`src/rtl/ysyx_040729_mem_arbiter.sv`:
```
// Purpose: arbitrates one downstream bus between instruction fetch (IF) and load/store (MEM).
// Latency: request seen in IDLE at cycle t -> bus_valid at t+1; ready is combinational with bus_ready.
// Backpressure: requesters hold valid until their ready pulse; bus_ready stalls the granted transaction.
module ysyx_040729_mem_arbiter #(
  parameter int DATA_WIDTH   = 64,
  parameter int ADDR_WIDTH   = 32,
  parameter int INST_WIDTH   = 32,
  parameter int STARVE_LIMIT = 4
) (
  input  logic                  clock,
  input  logic                  reset,
  input  logic                  if_valid,
  input  logic [ADDR_WIDTH-1:0] if_addr,
  output logic                  if_ready,
  output logic [INST_WIDTH-1:0] if_data_read,
  input  logic                  mem_valid,
  input  logic [ADDR_WIDTH-1:0] mem_addr,
  input  logic [DATA_WIDTH-1:0] mem_data_write,
  input  logic [2:0]            mem_size,
  input  logic                  mem_wen,
  output logic                  mem_ready,
  output logic [DATA_WIDTH-1:0] mem_data_read,
  output logic                  bus_valid,
  input  logic                  bus_ready,
  output logic [ADDR_WIDTH-1:0] bus_addr,
  output logic [DATA_WIDTH-1:0] bus_wdata,
  output logic [2:0]            bus_size,
  output logic                  bus_wen,
  input  logic [DATA_WIDTH-1:0] bus_rdata,
  output logic [1:0]            bus_owner
);

  localparam int CW = $clog2(STARVE_LIMIT + 1);
  localparam logic [CW-1:0] LIMIT_C = CW'(STARVE_LIMIT);

  // State encoding doubles as the bus_owner code.
  typedef enum logic [1:0] {
    IDLE    = 2'b00,
    GNT_IF  = 2'b01,
    GNT_MEM = 2'b10
  } state_t;

  state_t                  state_q, state_d;
  logic [CW-1:0]           starve_q, starve_d;
  logic [ADDR_WIDTH-1:0]   addr_q, addr_d;
  logic [DATA_WIDTH-1:0]   wdata_q, wdata_d;
  logic [2:0]              size_q, size_d;
  logic                    wen_q, wen_d;
  logic                    if_sel_hi;

  // Next-state and request latching: MEM wins ties unless IF has waited STARVE_LIMIT grants.
  always_comb begin
    state_d  = state_q;
    starve_d = starve_q;
    addr_d   = addr_q;
    wdata_d  = wdata_q;
    size_d   = size_q;
    wen_d    = wen_q;
    case (state_q)
      IDLE: begin
        if (mem_valid && (!if_valid || (starve_q != LIMIT_C))) begin
          state_d = GNT_MEM;
          addr_d  = mem_addr;
          wdata_d = mem_data_write;
          size_d  = mem_size;
          wen_d   = mem_wen;
          if (if_valid && (starve_q != LIMIT_C)) begin
            starve_d = starve_q + 1'b1;
          end
        end else if (if_valid) begin
          state_d  = GNT_IF;
          addr_d   = if_addr;
          wdata_d  = '0;
          size_d   = 3'b010;
          wen_d    = 1'b0;
          starve_d = '0;
        end
      end
      GNT_IF, GNT_MEM: begin
        if (bus_ready) begin
          state_d = IDLE;
        end
      end
      default: state_d = IDLE;
    endcase
  end

  // Outputs: bus side comes only from latched registers; ready is masked by reset so an
  // abandoned transaction never completes.
  always_comb begin
    bus_valid     = (state_q != IDLE);
    bus_owner     = state_q;
    bus_addr      = addr_q;
    bus_wdata     = wdata_q;
    bus_size      = size_q;
    bus_wen       = wen_q;
    if_ready      = (state_q == GNT_IF) && bus_ready && !reset;
    mem_ready     = (state_q == GNT_MEM) && bus_ready && !reset;
    if_sel_hi     = addr_q[2];
    mem_data_read = mem_ready ? bus_rdata : '0;
    if_data_read  = '0;
    if (if_ready) begin
      if_data_read = if_sel_hi ? bus_rdata[2*INST_WIDTH-1:INST_WIDTH]
                               : bus_rdata[INST_WIDTH-1:0];
    end
  end

  // State, starvation counter and latched bus request registers.
  always_ff @(posedge clock) begin
    if (reset) begin
      state_q  <= IDLE;
      starve_q <= '0;
      addr_q   <= '0;
      wdata_q  <= '0;
      size_q   <= '0;
      wen_q    <= 1'b0;
    end else begin
      state_q  <= state_d;
      starve_q <= starve_d;
      addr_q   <= addr_d;
      wdata_q  <= wdata_d;
      size_q   <= size_d;
      wen_q    <= wen_d;
    end
  end

endmodule

```
`config.mk`:
```
export PLATFORM = sky130hd
export DESIGN_NAME = ysyx_040729_mem_arbiter
export DESIGN_NICKNAME = d
export VERILOG_FILES = /design/src/rtl/ysyx_040729_mem_arbiter.sv
export SDC_FILE = /design/constraint.sdc
export NUM_CORES = 1
export LEC_CHECK = 0
export ABC_AREA = 0
export CAP_MARGIN = 20
export CORE_AREA = 2 2 156 158
export CTS_BUF_LIST = sky130_fd_sc_hd__clkbuf_2
export DETAILED_ROUTE_END_ITERATION = 8
export DIE_AREA = 0 0 158 160
export MAX_ROUTING_LAYER = met4
export PLACE_DENSITY_LB_ADDON = 0.25
export SLEW_MARGIN = 10
export SYNTH_ARGS = -nofsm -noshare
export SYNTH_HDL_FRONTEND = slang
export SYNTH_SLANG_ARGS = --single-unit
```
`constraint.sdc`:
```
create_clock -name clock -period 3.54 [get_ports clock]
set_clock_uncertainty 0.15 [all_clocks]
set_input_delay 0.708 -clock clock [delete_from_list [all_inputs] [get_ports clock]]
set_output_delay 0.708 -clock clock [all_outputs]
set_load 0.02 [all_outputs]
```
==> impl_metrics.env, run 1 <==
export IMPL_cp_slowest_stage_delay_ns=0.62
export IMPL_finalHoldViolCount=0
export IMPL_nNetsFinal=1133
export IMPL_wl_met1_um=10100
export IMPL_rows=57
export IMPL_cp_common_cell="clkdlybuf4s50_1"
export IMPL_crit_buf_inv=3
export IMPL_grt_pass1_vias=5815
export IMPL_htreeDepth=3
export IMPL_power_density_nw_per_um2=312
export IMPL_wl_um=24200
export IMPL_worstHoldStart="bus_wdata[0]"
export IMPL_ir_worst_vdd_uv=180
export IMPL_cp_start_kind="input pin"
export IMPL_cts_buffer_depth=2
export IMPL_holdBufCountCts=0
export IMPL_dp_cells=1240
export IMPL_stdcell_area_um2=9360
export IMPL_fin_tns_setup_ns=0
export IMPL_cp_slowest_cell="clkdlybuf4s50_1"
export IMPL_path_cells="clkdlybuf4s50_1 -> and3b_2 -> buf_12 -> and2_1 -> clkdlybuf4s50_1"
export IMPL_crit_family="buffers and inverters"
export IMPL_clk_latency_ns=0.61
export IMPL_routed_via_density=4.62
export IMPL_rr_worst_depth=6
export IMPL_placed_area_um2=9250
export IMPL_fmax_ghz=0.295
export IMPL_num_vias=5810
export IMPL_cts_setup_buffers=0
export IMPL_ys_seq_elements=105
export IMPL_num_io_pins=402
export IMPL_min_period_ns=3.39
export IMPL_die_w_um=158
export IMPL_run_status="finished clean"
export IMPL_rr_endpoint="bus_addr[0]"
export IMPL_detail_route_antenna_nets=0
export IMPL_syn_area_per_cell_um2=8.95
export IMPL_fp_dieArea_um2=25300
export IMPL_r2r_start="bus_owner[0]"
export IMPL_grt_max_degree=93
export IMPL_yosysWarnings=0
export IMPL_met3_length_um=2170
export IMPL_maxSlewHeadroom=0.469
export IMPL_maxCapViolCount=0
export IMPL_hold_path_class="flop to flop"
export IMPL_rsz0062_at_grt="no"
export IMPL_worstMarginPinSlew_ns=0.797
export IMPL_drt_iter0_markers=302
export IMPL_cts_tree="yes"
export IMPL_hold_end="bus_wdata[0]"
export IMPL_dr_wl_met2_um=11500
export IMPL_syn_nets=773
export IMPL_final_max_slew_viol_count=0
export IMPL_drive_gt1_frac=0.0451
export IMPL_grt_pass1_wl_um=34600
export IMPL_grtUsageTotal=0.184
export IMPL_gp_congestion=0.762
export IMPL_gr_total_overflow=0
export IMPL_multi_input_area_um2=2550
export IMPL_synth_distinct_cells=27
export IMPL_crit_fanout=65
export IMPL_fin_crit_sh=0.957
export IMPL_seqCellArea_um2=2100
export IMPL_cts_buffers_inserted=9
export IMPL_start_util=0.213
export IMPL_fin_util=0.393
export IMPL_nFillCells=2436
export IMPL_routed_top_layer="met4"
export IMPL_dp_hpwl_um=17200
export IMPL_yosysSeqAreaShare=0.414
export IMPL_r2r_setup_slack_ns=1.31
export IMPL_whs_path_depth=2
export IMPL_cts_root_buf="clkbuf_2"
export IMPL_worstPathRequired_ns=2.68
export IMPL_die_h_um=160
export IMPL_drc_errors=0
export IMPL_arrival_ns=2.53
export IMPL_area_growth_pct=84.3
export IMPL_netlist_instances=567
export IMPL_clock_sinks=105
export IMPL_setup_viol=0
export IMPL_place_ws_ns=0.149
export IMPL_worstSetupPathType="input pin to primary output"
export IMPL_dr_pass1_iters=5
export IMPL_clkTransAtPathRegs_ns=0.26
export IMPL_fp_coreArea_um2=23800
export IMPL_ctsResizeCount=0
export IMPL_endpoint_kind="primary output"
export IMPL_fin_ws_ns=0.151
export IMPL_fin_cells=1257
export IMPL_total_leakage_power_nw=3.29
export IMPL_port_buffers=401
export IMPL_syn_area_um2=5080
export IMPL_grt_antenna_before_repair=2
export IMPL_post_drt_wl_per_cell_um=19.2
[report_power, final]
group / switching (mW) / leakage [nW] / total (mW) / internal [mW]
combinational: 0.492 / 2.36 / 1.01 / 0.517
clock: 0.476 / 0.0668 / 0.586 / 0.110
sequential: 0.0470 / 0.863 / 1.32 / 1.28
[worst reg2reg max path: stages, from the launching register on]
cell,delay [ns]
dfxtp_1,0.42
inv_1,0.09
ha_1,0.39
and2_4,0.52
buf_4,0.37
nand3_1,0.16
a21oi_1,0.15
[sequential cells by signal, summed over array words and instances (netlist names)]
signal     cells
bus_wdata     64
bus_addr      32
bus_size       3
starve_q       3
bus_owner      2
bus_wen        1
[how the worst max path moves through the flow]
stage	startpoint	endpoint	cells after the start
after floorplan	reset	if_data_read[10]	4
after global routing	bus_owner[0]	mem_data_read[2]	6
after CTS	bus_owner[0]	mem_data_read[19]	6
after detailed placement	bus_ready	mem_data_read[19]	5
final	bus_ready	mem_data_read[19]	5
after global placement	bus_ready	mem_data_read[19]	5
[per-stage QoR]
stage               power, mW  hold slack (ns)
finish                   2.92            0.376
global route             3.08            0.353
CTS                      2.98            0.338
detailed placement       2.36            0.320
global placement         2.36            0.313
floorplan                1.82            0.373
[placed cells by master, fill, tap and decap left out, types with 2 or more instances in the layout]
cell type,count
nand3_1,35
inv_8,2
buf_12,4
clkdlybuf4s50_1,398
clkbuf_2,9
clkinv_4,2
o21ai_0,2
buf_4,13
nor2b_1,2
inv_6,2
nor2_1,99
nor3_2,3
dfxtp_1,104
diode_2,2
ha_1,5
a32oi_1,99
a21oi_1,34
and2_1,65
inv_1,6
mux2i_1,33
[layer usage]
metal,up-vias,GRT usage
li1,2785,-
met1,2738,0.221
met2,268,0.305
met3,19,0.0526
met4,0,0.0438
met5,-,-
[synth_stat cells (all sizes together)]
master | number | area (um2)
and2 | 67 | 419
nor3 | 3 | 30.0
o21ai | 3 | 18.8
nand2b | 1 | 6.26
a21bo | 1 | 10.0
xnor2 | 1 | 8.76
a21oi | 34 | 170
and3b | 1 | 8.76
nand3 | 36 | 180
a311oi | 1 | 8.76
nand3b | 1 | 7.51
nor2 | 99 | 372
buf | 54 | 375
ha | 5 | 62.6
inv | 7 | 26.3
xor2 | 1 | 8.76
nor2b | 2 | 12.5
clkbuf | 12 | 45.0
a32oi | 99 | 867
mux2i | 33 | 330
dfxtp | 105 | 2100
nor3b | 1 | 7.51
[kinds of logic (layout without fill, tap and decap cells)]
| family | after synthesis | in the layout | synth area share |
|---|---|---|---|
| other | 0 | 2 | 0 |
| and+or+nand+nor | 211 | 211 | 0.206 |
| AOI/OAI and AO/OA | 138 | 138 | 0.212 |
| muxes | 33 | 33 | 0.0651 |
| adders and majority gates | 5 | 5 | 0.0123 |
| DFF | 105 | 105 | 0.414 |
| buffers and inverters | 73 | 437 | 0.0880 |
| xor gates and xnor gates | 2 | 2 | 0.00345 |
[layout make-up]
class | count | area share
diodes | 2 | 0.000535
well taps | 324 | 0.0433
clock inverters | 6 | 0.00615
multi-input cells | 389 | 0.273
repair buffers | 415 | 0.445
clock buffers | 9 | 0.00481
inverters | 7 | 0.00281
flip-flops and latches | 105 | 0.225
Note: power is estimated with default switching activity, not from simulation.
==> run 2: changes to the inputs <==
- REMOVE_ABC_BUFFERS: unset -> 1
==> run 2 against run 1 <==
Die area is the same. Core utilization up 0.20 points. Worst setup slack got worse by 0.010 ns. Power shrank 0.11%. Sequential cell count did not move. Sequential share of layout area decreased by 0.11 points.
==> impl_metrics.env, run 2 (synthesis results as in run 1) <==
export IMPL_drive_gt1_frac=0.0451
export IMPL_drt_iter0_markers=253
export IMPL_finalHoldViolCount=0
export IMPL_grt_antenna_before_repair=3
export IMPL_setup_viol=0
export IMPL_r2r_setup_slack_ns=1.36
export IMPL_placed_area_um2=9280
export IMPL_gr_total_overflow=0
export IMPL_total_leakage_power_nw=3.41
export IMPL_fp_dieArea_um2=25300
export IMPL_fin_ws_ns=0.140
export IMPL_start_util=0.213
export IMPL_detail_route_antenna_nets=0
export IMPL_cts_buffers_inserted=9
export IMPL_crit_fanout=65
export IMPL_cp_common_cell="clkdlybuf4s50_1"
export IMPL_p_total_mw=2.92
export IMPL_cp_slowest_cell="clkdlybuf4s50_1"
export IMPL_grt_pass1_vias=5902
export IMPL_fmax_ghz=0.294
export IMPL_cp_slowest_stage_delay_ns=0.65
export IMPL_die_h_um=160
export IMPL_path_cells="clkdlybuf4s50_1 -> and3b_1 -> buf_12 -> and2_1 -> clkdlybuf4s50_1"
export IMPL_num_vias=5829
export IMPL_nFillCells=2470
export IMPL_stdcell_area_um2=9410
export IMPL_post_drt_wl_per_cell_um=19.3
export IMPL_wl_um=24300
export IMPL_final_common_cell="clkdlybuf4s50_1"
export IMPL_fin_tns_setup_ns=0
export IMPL_cts_buffer_depth=2
export IMPL_maxSlewHeadroom=0.338
export IMPL_drc_errors=0
export IMPL_htreeDepth=3
export IMPL_area_growth_pct=85.2
export IMPL_final_max_slew_viol_count=0
export IMPL_grtUsageTotal=0.184
export IMPL_port_buffers=401
export IMPL_worstSetupPathType="input pin to primary output"
export IMPL_arrival_ns=2.54
export IMPL_largest_reg_flops=64
export IMPL_mostFrequentLayoutCells="clkdlybuf4s50_1, dfxtp_1, nor2_1, a32oi_1, and2_1"
export IMPL_num_io_pins=402
export IMPL_fin_crit_sh=0.960
export IMPL_cts_tree="yes"
export IMPL_worstPathRequired_ns=2.68
export IMPL_grt_max_degree=87
export IMPL_ir_worst_vdd_uv=175
export IMPL_hold_path_class="input pin to flop"
export IMPL_min_period_ns=3.40
export IMPL_nNetsFinal=1132
export IMPL_endpoint_kind="primary output"
export IMPL_maxCapViolCount=0
export IMPL_cts_root_buf="clkbuf_2"
export IMPL_grt_pass1_wl_um=34700
export IMPL_gp_congestion=0.782
export IMPL_power_density_nw_per_um2=310
export IMPL_clk_latency_ns=0.61
export IMPL_holdBufCountCts=0
export IMPL_run_status="finished clean"
export IMPL_die_w_um=158
export IMPL_holdWs_ns=0.341
export IMPL_clock_sinks=105
export IMPL_routed_via_density=4.63
export IMPL_place_ws_ns=0.107
export IMPL_rsz0062_at_grt="no"
export IMPL_clkTransAtPathRegs_ns=0.35
export IMPL_worstMarginPinSlew_ns=0.994
export IMPL_rows=57
export IMPL_fp_coreArea_um2=23800
export IMPL_dr_pass1_iters=5
export IMPL_cp_start_kind="input pin"
export IMPL_dp_hpwl_um=17600
[run 2: through the flow]
stage	utilization	std cells
5_1_grt	0.395	1258
3_3_place_gp	0.389	1239
6_report	0.395	1258
4_1_cts	0.394	1255
2_1_floorplan	-	501
3_5_place_dp	0.389	1239
[run 2: final timing paths]
kind	depth (start not counted)	to	start
max	5	mem_data_read[48]	bus_ready
min	3	bus_addr[15]	reset
max reg2reg	6	bus_wdata[5]	bus_owner[1]
min reg2reg	2	bus_wdata[55]	bus_wdata[55]
[run 2: final cells by class]
type	count	area [um2]	share of cell area
Antenna cell	3	7.51	0.000798
Clock buffer	10	50.0	0.00532
Clock inverter	6	57.6	0.00612
Inverter	7	26.3	0.00279
Multi-Input combinational cell	389	2550	0.271
Sequential cell	105	2100	0.224
Tap cell	324	405	0.0431
Timing Repair Buffer	414	4200	0.447
[run 2: report_power, final]
part | total [mW] | switching [mW] | internal, mW | leakage (nW)
logic | 1.01 | 0.487 | 0.518 | 2.48
clock network | 0.580 | 0.464 | 0.116 | 0.0710
registers | 1.33 | 0.0537 | 1.28 | 0.863
total | 2.92 | 1.00 | 1.91 | 3.41
[run 2: critical path, delay by kind of cell]
family	cells	cell delay [ns]
buffers and inverters	3	1.41
AND/OR/NAND/NOR	2	0.39
[run 2: metal layers]
metal | track usage | part of all wire | vias up
li1 | - | - | 2781
met1 | 0.207 | 0.40 | 2763
met2 | 0.303 | 0.47 | 270
met3 | 0.0798 | 0.12 | 15
met4 | 0.0410 | 0.012 | 0
met5 | - | 0 | -
[run 2: timing repair]
action                                  in CTS  in global routing
endpoints found under the setup margin       1                  6
hold endpoints to repair                     0                  0
buffers inserted                             0                  0
resized for setup                            1                  6
==> run 3: changes to the inputs <==
- GPL_ROUTABILITY_DRIVEN: unset -> 0
==> results of run 3 <==
The final DEF is identical to that of run 2; final timing and power are the same.
